$ cat config.mk
export PLATFORM = sky130hd
export DESIGN_NAME = fp_add_sequencer
export DESIGN_NICKNAME = d
export VERILOG_FILES = /design/src/rtl/fp_add_sequencer.sv
export SDC_FILE = /design/constraint.sdc
export NUM_CORES = 1
export LEC_CHECK = 0
export CAP_MARGIN = 20
export CORE_UTILIZATION = 50
export DETAILED_ROUTE_END_ITERATION = 8
export PLACE_DENSITY_LB_ADDON = 0.2
export RECOVER_POWER = 100
export SYNTH_ARGS = -nofsm -noshare
export SYNTH_HDL_FRONTEND = slang
export SYNTH_SLANG_ARGS = --single-unit
$ cat constraint.sdc
create_clock -name clock -period 14.05 [get_ports clock]
set_clock_uncertainty 0.2 [all_clocks]
set_input_delay 2.81 -clock clock [delete_from_list [all_inputs] [get_ports clock]]
set_output_delay 2.81 -clock clock [all_outputs]
set_load 0.05 [all_outputs]
$ cat src/rtl/fp_add_sequencer.sv
// fp_add_sequencer
//   Multi-cycle FP32 adder controller. Takes one operand pair over a
//   valid/ready handshake, then aligns, adds and normalizes it, and holds
//   the truncated sum until the consumer takes it. Only one operation is
//   in flight at a time.
//
// Ports
//   clock         posedge clock for all state
//   reset         synchronous, active-high; aborts any operation in flight
//   in_valid      operand pair valid
//   in_ready      operands accepted this cycle (high only in IDLE)
//   in_a, in_b    IEEE-754 single operands
//   out_valid     result valid, held until out_ready
//   out_ready     consumer accepts the result
//   out_result    a + b, IEEE-754 single, truncated, denormals flushed
//   out_overflow  finite inputs overflowed to infinity
//   busy          high whenever the FSM is not idle
//
// state  | meaning
// -------+--------------------------------------------------------------
// IDLE   | waiting for operands, in_ready high
// ALIGN  | unpack, resolve NaN/inf, order by magnitude, shift small operand
// ADD    | sign-magnitude add/sub, carry fix-up, overflow detect
// NORM   | one left shift per cycle until the hidden bit is set
// DONE   | result presented, waiting for out_ready

module fp_add_sequencer #(
    parameter int EXP_W    = 8,
    parameter int MAN_W    = 23,
    parameter int EXP_BIAS = 127
) (
    input  logic                   clock,
    input  logic                   reset,
    input  logic                   in_valid,
    output logic                   in_ready,
    input  logic [EXP_W+MAN_W:0]   in_a,
    input  logic [EXP_W+MAN_W:0]   in_b,
    output logic                   out_valid,
    input  logic                   out_ready,
    output logic [EXP_W+MAN_W:0]   out_result,
    output logic                   out_overflow,
    output logic                   busy
);

    localparam int W = 1 + EXP_W + MAN_W;
    localparam logic [EXP_W-1:0] SHIFT_LIMIT = EXP_W'(MAN_W + 2);
    localparam logic [EXP_W-1:0] EXP_ONE     = EXP_W'(1);
    localparam logic [W-1:0]     QNAN = {1'b0, {EXP_W{1'b1}}, 1'b1, {(MAN_W-1){1'b0}}};

    if (EXP_BIAS != (1 << (EXP_W - 1)) - 1) begin : g_bias_check
        $error("EXP_BIAS is inconsistent with EXP_W");
    end

    typedef enum logic [2:0] {S_IDLE, S_ALIGN, S_ADD, S_NORM, S_DONE} state_t;
    state_t state, state_next;

    logic [W-1:0]     op_a, op_b;
    logic [MAN_W:0]   big_man, small_man, norm_man;
    logic [EXP_W-1:0] exp_r;
    logic             res_sign, eff_sub;
    logic [W-1:0]     result_q;
    logic             overflow_q;

    // ALIGN-stage decode of the captured operands
    logic [EXP_W-1:0] exp_a, exp_b, exp_diff;
    logic [MAN_W:0]   man_a, man_b, small_shifted;
    logic             sign_a, sign_b, a_big;
    logic             nan_a, nan_b, inf_a, inf_b, special;
    logic [W-1:0]     special_res;

    assign sign_a = op_a[W-1];
    assign sign_b = op_b[W-1];
    assign exp_a  = op_a[W-2:MAN_W];
    assign exp_b  = op_b[W-2:MAN_W];
    // exponent 0 means zero; denormal fractions are dropped here
    assign man_a  = (exp_a == '0) ? '0 : {1'b1, op_a[MAN_W-1:0]};
    assign man_b  = (exp_b == '0) ? '0 : {1'b1, op_b[MAN_W-1:0]};
    assign nan_a  = (exp_a == '1) && (op_a[MAN_W-1:0] != '0);
    assign nan_b  = (exp_b == '1) && (op_b[MAN_W-1:0] != '0);
    assign inf_a  = (exp_a == '1) && (op_a[MAN_W-1:0] == '0);
    assign inf_b  = (exp_b == '1) && (op_b[MAN_W-1:0] == '0);
    assign special = nan_a || nan_b || inf_a || inf_b;

    // magnitude tie keeps A as the big operand
    assign a_big    = {exp_a, man_a} >= {exp_b, man_b};
    assign exp_diff = a_big ? (exp_a - exp_b) : (exp_b - exp_a);
    assign small_shifted = (exp_diff >= SHIFT_LIMIT) ? '0
                         : ((a_big ? man_b : man_a) >> exp_diff);

    always_comb begin
        special_res = op_b;
        if (nan_a || nan_b || (inf_a && inf_b && (sign_a != sign_b)))
            special_res = QNAN;
        else if (inf_a)
            special_res = op_a;
    end

    // ADD / NORM datapath
    logic [MAN_W+1:0] sum;
    logic [EXP_W-1:0] exp_inc, exp_dec;
    logic [MAN_W:0]   norm_shift;

    assign sum        = eff_sub ? ({1'b0, big_man} - {1'b0, small_man})
                                : ({1'b0, big_man} + {1'b0, small_man});
    assign exp_inc    = exp_r + EXP_ONE;
    assign exp_dec    = exp_r - EXP_ONE;
    assign norm_shift = norm_man << 1;

    // state register
    always_ff @(posedge clock) begin
        if (reset) state <= S_IDLE;
        else       state <= state_next;
    end

    // next-state logic
    always_comb begin
        state_next = state;
        case (state)
            S_IDLE:  if (in_valid) state_next = S_ALIGN;
            S_ALIGN: state_next = special ? S_DONE : S_ADD;
            S_ADD: begin
                if (sum == '0 || sum[MAN_W+1] || sum[MAN_W]) state_next = S_DONE;
                else                                         state_next = S_NORM;
            end
            // an exponent of 1 cannot absorb another shift: result flushes to +0
            S_NORM:  if (exp_r <= EXP_ONE || norm_shift[MAN_W]) state_next = S_DONE;
            S_DONE:  if (out_ready) state_next = S_IDLE;
            default: state_next = S_IDLE;
        endcase
    end

    // outputs decoded from state, result fields from registers
    always_comb begin
        in_ready     = (state == S_IDLE);
        out_valid    = (state == S_DONE);
        busy         = (state != S_IDLE);
        out_result   = result_q;
        out_overflow = overflow_q;
    end

    always_ff @(posedge clock) begin
        if (reset) begin
            op_a       <= '0;
            op_b       <= '0;
            big_man    <= '0;
            small_man  <= '0;
            norm_man   <= '0;
            exp_r      <= '0;
            res_sign   <= 1'b0;
            eff_sub    <= 1'b0;
            result_q   <= '0;
            overflow_q <= 1'b0;
        end else begin
            case (state)
                S_IDLE: begin
                    if (in_valid) begin
                        op_a       <= in_a;
                        op_b       <= in_b;
                        overflow_q <= 1'b0;
                    end
                end
                S_ALIGN: begin
                    if (special) result_q <= special_res;
                    exp_r     <= a_big ? exp_a : exp_b;
                    big_man   <= a_big ? man_a : man_b;
                    small_man <= small_shifted;
                    res_sign  <= a_big ? sign_a : sign_b;
                    eff_sub   <= (sign_a != sign_b);
                end
                S_ADD: begin
                    if (sum == '0) begin
                        result_q <= '0;
                    end else if (sum[MAN_W+1]) begin
                        if (exp_inc == '1) begin
                            result_q   <= {res_sign, {EXP_W{1'b1}}, {MAN_W{1'b0}}};
                            overflow_q <= 1'b1;
                        end else begin
                            result_q <= {res_sign, exp_inc, sum[MAN_W:1]};
                        end
                    end else if (sum[MAN_W]) begin
                        result_q <= {res_sign, exp_r, sum[MAN_W-1:0]};
                    end else begin
                        norm_man <= sum[MAN_W:0];
                    end
                end
                S_NORM: begin
                    if (exp_r <= EXP_ONE) begin
                        result_q <= '0;
                    end else begin
                        exp_r    <= exp_dec;
                        norm_man <= norm_shift;
                        if (norm_shift[MAN_W])
                            result_q <= {res_sign, exp_dec, norm_shift[MAN_W-1:0]};
                    end
                end
                default: ;
            endcase
        end
    end

endmodule

Yosys cells after proc, flatten, opt, wreduce, memory -nomap -nowiden. Cells that the tools add are included.

Flip-flop bits (word level): 181. Input port bits: 68. Output and inout bits: 36. Logic and storage cells: 110.

Add/sub/neg operators: 6. $lt $le $gt $ge: 3. Equality and inequality tests: 20. Shift operators: 1. Mux-type cells: 37. Reduce and logical (&&, ||, !) cells: 32.

Operators with widths (number): 32-bit two-way mux (8); 24-bit two-way mux (5); 32-bit case mux with 3 select lines (1); 23-bit two-way mux (4); 23-bit logical NOT (2); 23-bit case mux with 2 select lines (1); 23-bit nonzero test (2); 32-bit >= comparator (1); 31-bit two-way mux (1); 24-bit by 24-bit adder with 25-bit output (1); 25-bit logical NOT (1); 25-bit two-way mux (1); 24-bit by 24-bit subtractor with 25-bit output (1); 8-bit == test (second input constant) (3); 8-bit two-way mux (3); 24-bit by 8-bit >> shifter with 24-bit output (1); 2-bit inequality test (second input constant) (9); 8-bit logical NOT (2); 8-bit case mux with 2 select lines (1); 8-bit subtractor (2); 3-bit two-way mux (5); 3-bit case mux with 5 select lines (1); 5-bit AND reduction (2); 8-bit by 1-bit adder with 8-bit output (second input constant) (1); other kinds (20) (40).

Logic depth before layout (Yosys ltp). Gate-level depths: netlist of run 1.

Depth in word-level cells: 8. Mapped depth: 22. Mapped depth without buffers: 18.

Worst setup path before layout of run 1. Ideal clock, no wire load.

Path type: flip-flop to output port. Start: register state[0]. End: output busy. Arrival time: 2274 ps. Data required time: 11040 ps. Slack: 8766 ps. Stages on the path, launching flop included: 4. Path buffers: 1. Cells stage by stage: dfxtp_1 > clkbuf_1 > nor3_1 > inv_1.

Cells in the longest elaborated chain, start to end: 1.

RTL lines: start, declared (line 55) `state_t state, state_next;`; start signal, assigned (line 112) `else state <= state_next;`; 3-bit nonzero test (line 136) `busy = (state != S_IDLE);`; end, declared (line 42) `output logic busy`.

Every way passes these cells.

==> impl_metrics.ini, run 1 <==
[status]
outcome = finished with violations
violated_checks = capacitance limit, slew limit

[timing]
part_of_the_cycle_the_worst_path_needs_pct = 63.8
fin_crit_ns = 8.96
grt_setup_unrepaired = false
setup_viol = 0
pins_over_slew_limit = 326
slew-limit-headroom_pct = -198
report.final.hold_viol_count = 0
max_slew.worst_pin.slew_ns = 4.47
fin_tns_setup_ns = 0
fmax_mhz = 112

[global_routing]
grt_antenna_before_repair = 0
gr-total-overflow = 0
grt_max_degree = 103
gr-usage-all-layers_pct = 30.4
first_global_vias = 12900
first_pass_grt_wire_length_um = 68900

[route]
route.detailed.vias_per_inst = 6.27
postRouteWirelength_um = 42700
routedWlPerCell_um = 19.1
drcViolationCount = 0
drt_iter0_markers = 1644
detailroute.via_count = 14000
detail_route.first_pass.iterations = 6
detail-route-antenna-nets = 0

[floorplanning]
die-area_um2 = 27900
cell_rows = 60
num_io_pins = 104
die_height_um = 167
initial_core_util_pct = 50.7
die_w_um = 167
coreArea_um2 = 26900

[final_layout]
synthToLayoutAreaGrowth_pct = 12.4
drive_gt1_share_pct = 6.22
num-nets-final = 2024
layout_commonest_cell = nand2_1
layout_common_cells = nand2_1, nor2_1, dfxtp_1
insertedDiodeCount = 0

[critical_path]
crit_required_ns = 14.17
worst-endpoint-arrival_ns = 9.08
category_of_the_worst_setup_path_capture_point = register
criticalPathCategory = in2reg
critPathLaunchType = primary input
path_max_fanout = 102

[clocking]
numClockSinks = 181
postCtsSetupRepairBufs = 0
cts_tree = built
h-tree-depth = 4
clkSlewWorstSetupHoldPaths_ns = 0.08
ctsResizeCount = 0
cts-root-buf = clkbuf_16
number_of_cts_inserted_buffers = 17
clock_latency_ns = 0.46
clock_path_buffers = 2
cts_hold_buffers = 0

[logic_synthesis]
synth.avg_cell_area_um2 = 7.24
postSynthRegisterBits = 181
synthDominantAreaCellType = dfxtp_1
synth_area_um2 = 13600
synth_seq_area_share_pct = 26.6
synth.net_count = 2023
synth-edff-count = 0
synth_flop_cell = dfxtp_1
synthTopCellsByArea = dfxtp_1, nand2_1, a21oi_1
synth.distinct_cells = 83
ys.warnings.count = 0
syn_inst = 1884
yosys.area.top_type_share_pct = 26.6
async_reset_ff_share_pct = 0

[job]
max-cap-violations = 4

[placed_design]
dp_hpwl_um = 31700
io_buffer_count = 103
routabilityCongestion = 1.08

[hold_path]
worst_hold_path_type = reg2reg
[worst paths after layout]
kind | start | endpoint | cells past startpoint | slack [ns]
worst min register to register | big_man[23] | big_man[23] | 2 | 0.26
worst min-delay path | big_man[23] | big_man[23] | 2 | 0.26
worst max register to register | op_a[27] | small_man[4] | 17 | 5.78
worst max-delay path | reset | small_man[2] | 5 | 5.09
[metal layers]
layer | global-route usage [%] | vias up | share of wire, %
met5 | 0 | - | 0
met4 | 13.7 | 0 | 4.1
met3 | 4.11 | 110 | 5.9
met2 | 48.1 | 566 | 45
met1 | 41.3 | 6537 | 45
li1 | - | 6836 | -
[sequential cells by signal, indices dropped and copies added, names as in the netlist]
register,cells
small_man,24
out_overflow,1
out_result,32
res_sign,1
op_a,32
eff_sub,1
big_man,24
state,3
exp_r,8
op_b,32
norm_man,23
[final cells by class]
cell class / instances / area (um^2)
Multi-Input combinational cell: 1502 / 9270
Sequential cell: 181 / 3620
Inverter: 58 / 218
Timing Repair Buffer: 125 / 1200
Fill cell: 2603 / 11500
Clock buffer: 17 / 425
Tap cell: 341 / 427
Clock inverter: 15 / 160
[metrics by stage]
stage | util, % | hold WS [ns] | cells | cell area (um^2) | setup WS [ns]
final | 57.0 | 0.260 | 2239 | 15300 | 5.09
after global routing | 57.0 | 0.291 | 2239 | 15300 | 4.60
after CTS | 56.9 | 0.264 | 2237 | 15300 | 7.54
after detailed placement | 54.8 | 0.253 | 2205 | 14700 | 7.57
after global placement | 54.7 | 0.249 | 2204 | 14700 | 7.71
after floorplan | - | 0.236 | 1884 | 13600 | 8.77
[cell usage after synthesis, types with 12 or more instances]
library cell  number
a211oi_1          52
nand4_1           20
mux2_2            14
a22oi_1           14
a21oi_1          172
inv_1             57
clkbuf_1         109
buf_2             18
a21o_1            27
nor3_1            66
o31ai_1           12
nor2b_1           15
nand2_1          301
a311oi_1          22
ha_1              68
and2_1            21
o21ai_0           93
a31oi_1           24
dfxtp_1          181
buf_1             14
or3_1             17
mux2i_1           32
nand2b_1          12
nor2_1           219
xnor2_1           32
a221oi_2          16
nand3_1           45
nor4_1            26
[cells by family (layout without fill, tap and decap cells)]
kind of cell	after synthesis	after routing	share of synthesized area [%]
simple gates	789	789	26.2
compound gates	545	545	27.2
buf+inv	201	215	5.81
flops	181	181	26.6
fa+ha+maj	71	71	6.68
mux	54	54	4.83
xor+xnor	43	43	2.76
[worst max-delay path: stages]
cell and delay, ns:
clkbuf_1 2.21, clkbuf_1 3.25, nor3_1 0.35, nand4_1 0.33
nand3b_1 0.09
Power of run 1 is left out: the tool's default activity adds up to more than one toggle a clock period on the data nets, which glitch-free logic cannot reach.
==> inputs of run 2 (changes only) <==
==> constraint.sdc (replaced) <==
create_clock -name clock -period 8.1 [get_ports clock]
set_clock_uncertainty 0.2 [all_clocks]
set_input_delay 1.62 -clock clock [delete_from_list [all_inputs] [get_ports clock]]
set_output_delay 1.62 -clock clock [all_outputs]
set_load 0.05 [all_outputs]
==> run 2 against run 1 <==
Compared with the run above:
- the run still ends with capacitance limit, slew limit left
- critical path depth is 12 higher
- cell count hardly changed
- design area is 0.61% lower
- flip-flop and latch count stayed put
- routed wire length is 0.45% lower
- sequential share of layout area is 0.15 points higher
- count of clock-buffer cells in the layout stayed put
- die area stayed put
- critical endpoint is now out_result[23]
==> impl_metrics.ini, run 2 (synthesis gave the netlist of run 1 again) <==
[route]
detail-route-antenna-nets = 0
detail_route.first_pass.iterations = 6
route.detailed.vias_per_inst = 6.31
drt_iter0_markers = 1329
detailroute.via_count = 14100
drcViolationCount = 0
routedWlPerCell_um = 19.0
postRouteWirelength_um = 42500

[status]
outcome = finished with violations
violated_checks = capacitance limit, slew limit

[critical_path]
category_of_the_worst_setup_path_capture_point = register
crit_path_top_delay_cell = a31o_1
cpPeakStageDelay_ns = 1.04
timing.reg2reg.setup_slack_ns = 1.36
worst-endpoint-arrival_ns = 6.65
crit_required_ns = 8.01
path_max_fanout = 49
timing.critical_path.max_delay_family = compound AO/OA/AOI/OAI gates
reg2reg_depth = 17
reg2reg_to = out_result[23]
criticalPathCategory = reg2reg
r2r-start = small_man[3]
worstPathCellList = or4_1, nor4_1, nand2_1, nor3_1, a21oi_1, xnor2_1, ha_1, a21o_1, a21oi_1, o221ai_1, o2111a_1, a211oi_4, buf_4, a31o_1, a22o_1, a31o_1, a311oi_1
path_buf_inv = 1
critPathLaunchType = register

[timing]
slew-limit-headroom_pct = -210
fmax_mhz = 148
setup_viol = 0
report.final.hold_viol_count = 0
pins_over_slew_limit = 169
fin_crit_ns = 6.74
grt_setup_unrepaired = false
max_slew.worst_pin.slew_ns = 4.65
fin_tns_setup_ns = 0
part_of_the_cycle_the_worst_path_needs_pct = 83.2
setup_ws_ns = 1.36

[global_routing]
gr-usage-all-layers_pct = 30.5
first_pass_grt_wire_length_um = 69200
grt_antenna_before_repair = 0
first_global_vias = 13100
gr-total-overflow = 0
grt_max_degree = 103

[placed_design]
dp_hpwl_um = 31200
area_of_placed_instances_um2 = 14700
routabilityCongestion = 0.956
pre_cts_ws_ns = 1.76
io_buffer_count = 103

[clocking]
postCtsSetupRepairBufs = 0
cts-root-buf = clkbuf_16
numClockSinks = 181
cts_hold_buffers = 0
number_of_cts_inserted_buffers = 17
clock_path_buffers = 2
clock_latency_ns = 0.47
ctsResizeCount = 0
h-tree-depth = 4
clkSlewWorstSetupHoldPaths_ns = 0.10
cts_tree = built

[final_layout]
final_design_area_no_fill_um2 = 15200
synthToLayoutAreaGrowth_pct = 11.7
drive_gt1_share_pct = 5.48
final.fill_count = 2660
multi_input_comb_area_um2 = 9160
insertedDiodeCount = 0
register_area_um2 = 3620
num-nets-final = 2025
finalCoreUtilization_pct = 56.7
layout_commonest_cell = nand2_1
layout_common_cells = nand2_1, nor2_1, dfxtp_1

[hold_path]
timing.hold.worst_endpoint = big_man[23]
hp-start = big_man[23]
count_of_cells_along_the_worst_hold_path = 2
worst_hold_path_type = reg2reg

[floorplanning]
coreArea_um2 = 26900
initial_core_util_pct = 50.7
die-area_um2 = 27900
num_io_pins = 104
die_w_um = 167
cell_rows = 60
die_height_um = 167

[job]
max-cap-violations = 2
[run 2: worst register-to-register path: stages (launching register included)]
cell and delay (ns):
dfxtp_1 0.36, or4_1 0.53, nor4_1 0.52, nand2_1 0.20
nor3_1 0.44, a21oi_1 0.15, xnor2_1 0.17, ha_1 0.40
a21o_1 0.20, a21oi_1 0.20, o221ai_1 0.21, o2111a_1 0.34
a211oi_4 0.21, buf_4 0.44, a31o_1 0.29, a22o_1 0.24
a31o_1 1.04, a311oi_1 0.26
[run 2: metrics by stage]
stage / std cells / hold slack (ns)
after global routing: 2240 / 0.290
after detailed placement: 2205 / 0.256
final: 2240 / 0.261
after floorplan: 1884 / 0.236
after global placement: 2205 / 0.251
after CTS: 2237 / 0.265
[run 2: cell type report]
type / instances / share of cell area (%)
multi-input combinational: 1502 / 60.1
sequential: 181 / 23.8
timing repair buffer: 126 / 7.99
tap: 341 / 2.80
clock buffer: 17 / 2.79
inverter: 58 / 1.43
clock inverter: 15 / 1.05
[run 2: worst max-delay path by stage]
| stage | slack (ns) | from | end | cells after the start |
|---|---|---|---|---|
| 6_report | 1.36 | small_man[3] | out_result[23] | 17 |
| 5_1_grt | 0.78 | small_man[3] | out_result[30] | 18 |
| 4_1_cts | 1.73 | small_man[3] | out_result[28] | 18 |
| 3_5_place_dp | 1.76 | small_man[2] | out_result[28] | 18 |
| 3_3_place_gp | 1.93 | small_man[2] | out_result[28] | 18 |
| 2_1_floorplan | 2.92 | small_man[2] | out_result[10] | 19 |
[run 2: metal layers]
metal | track usage, % | part of all wire [%] | vias up
met5 | 0 | 0 | -
met4 | 12.5 | 3.7 | 0
met3 | 3.97 | 6.7 | 103
met2 | 48.3 | 45 | 617
met1 | 41.8 | 45 | 6580
li1 | - | - | 6827
Power of run 2 is left out for the same reason.
==> inputs of run 3 (changes only) <==
==> constraint.sdc (replaced) <==
create_clock -name clock -period 6.35 [get_ports clock]
set_clock_uncertainty 0.2 [all_clocks]
set_input_delay 1.27 -clock clock [delete_from_list [all_inputs] [get_ports clock]]
set_output_delay 1.27 -clock clock [all_outputs]
set_load 0.05 [all_outputs]
==> run 3 against run 2 <==
Compared with the run above:
- the flow still finishes with violations (capacitance limit, slew limit)
- via count about the same
- non-clock buffer count increased by 14
- sequential share of layout area decreased by 0.34 points
- cell count increased by 0.63%
- critical endpoint is now out_result[1]
==> impl_metrics.ini, run 3 (synthesis gave the netlist of run 1 again) <==
[status]
outcome = finished with violations
violated_checks = capacitance limit, slew limit

[critical_path]
crit_required_ns = 6.45
reg2reg_to = out_result[1]
criticalPathCategory = reg2reg
category_of_the_worst_setup_path_capture_point = register
r2r-start = small_man[2]
timing.reg2reg.setup_slack_ns = 0.37
reg2reg_depth = 17
path_max_fanout = 27
critPathLaunchType = register
worst-endpoint-arrival_ns = 6.09

[timing]
slew-limit-headroom_pct = -104
fin_crit_ns = 5.98
setup_ws_ns = 0.365
part_of_the_cycle_the_worst_path_needs_pct = 94.2
report.final.hold_viol_count = 0
max_slew.worst_pin.slew_ns = 3.06
pins_over_slew_limit = 120
setup_viol = 0
fmax_mhz = 167

[global_routing]
first_global_vias = 12800
gr-total-overflow = 0
gr-usage-all-layers_pct = 30.0
first_pass_grt_wire_length_um = 68600
grt_antenna_before_repair = 0
grt_max_degree = 66

[placed_design]
placedCellCount = 2221
dp_hpwl_um = 31200
pre_cts_ws_ns = 0.288
routabilityCongestion = 0.926
io_buffer_count = 103

[clocking]
clock_latency_ns = 0.45
cts_tree = built
numClockSinks = 181
number_of_cts_inserted_buffers = 17
clkSlewWorstSetupHoldPaths_ns = 0.08
h-tree-depth = 4
clock_path_buffers = 2
cts-root-buf = clkbuf_16

[floorplanning]
num_io_pins = 104
cell_rows = 60
die_height_um = 167
initial_core_util_pct = 50.7
die-area_um2 = 27900
die_w_um = 167
coreArea_um2 = 26900

[route]
detailroute.via_count = 14100
route.detailed.vias_per_inst = 6.27
routedWlPerCell_um = 18.8
detail_route.first_pass.iterations = 6
detail-route-antenna-nets = 0
drcViolationCount = 0
postRouteWirelength_um = 42300
drt_iter0_markers = 1495

[hold_path]
worst_hold_path_type = reg2reg
timing.hold.worst_endpoint = out_result[27]
hp-start = out_result[27]
count_of_cells_along_the_worst_hold_path = 2

[final_layout]
layout_commonest_cell = nand2_1
layout_common_cells = nand2_1, nor2_1, dfxtp_1
synthToLayoutAreaGrowth_pct = 13.3
final.fill_count = 2607
drive_gt1_share_pct = 7.00
insertedDiodeCount = 0
num-nets-final = 2039
finalNonFillerCells = 2254

[job]
max-cap-violations = 2
==> run 3: changes by cell type in the layout (fill, tap and decap cells not counted), sizes merged <==
cell | before | now
buf | 19 | 33
clkinv | 6 | 9
inv | 65 | 63
clkdlybuf4s50 | 65 | 66
clkinvlp | 2 | 1
dlygate4sd3 | 37 | 36
==> run 3: worst max-delay path by stage <==
stage                       startpoint  cells past startpoint  slack (ns)             end
after floorplan           small_man[2]                     19        1.17  out_result[10]
after global placement    small_man[2]                     17        0.48  out_result[28]
after detailed placement  small_man[2]                     17        0.29  out_result[28]
after CTS                 small_man[2]                     17        0.27  out_result[28]
after global routing      small_man[2]                     17       -0.01   out_result[1]
final                     small_man[2]                     17        0.37   out_result[1]
==> run 3: metal layers <==
metal / track usage (%) / wire length [um] / vias up
met5: 0 / 0 / -
met4: 9.65 / 1110 / 0
met3: 3.45 / 2730 / 75
met2: 48.5 / 19500 / 647
met1: 41.5 / 19000 / 6541
li1: - / - / 6859
==> run 3: critical path: stages (launching register included) <==
cell	delay, ns
dfxtp_1	0.37
or4_1	0.59
nor4_2	0.39
nand2_1	0.18
nor3_1	0.41
a21oi_1	0.15
xnor2_1	0.14
ha_1	0.41
a21o_1	0.21
a21oi_1	0.18
o221ai_1	0.25
o41ai_4	0.41
xnor2_1	0.11
or4_4	0.57
nor4_4	0.54
nor2_4	0.28
a221oi_1	0.35
nor3_1	0.09
==> run 3: cell type report <==
cell class / count / area, um^2 / share of cell area, %
clock buffer: 17 / 425 / 2.75
clock inverter: 15 / 180 / 1.17
inverter: 58 / 218 / 1.41
multi-input combinational: 1502 / 9280 / 60.1
sequential: 181 / 3620 / 23.4
tap: 341 / 427 / 2.76
timing repair buffer: 140 / 1300 / 8.41
==> run 3: what timing repair did <==
action,4_1_cts,5_1_grt
gates resized for setup,0,1
buffers inserted,0,0
hold buffers,0,0
endpoints found under the setup margin,0,48
==> run 3: metrics by stage <==
step	hold WS [ns]	util [%]	setup TNS [ns]	instance area, um^2
after floorplan	0.236	-	0	13600
after CTS	0.273	57.5	0	15400
after detailed placement	0.263	55.2	0	14800
final	0.277	57.5	0	15500
after global routing	0.282	57.5	-0.0139	15500
after global placement	0.258	55.2	0	14800
Power of run 3 is left out for the same reason.
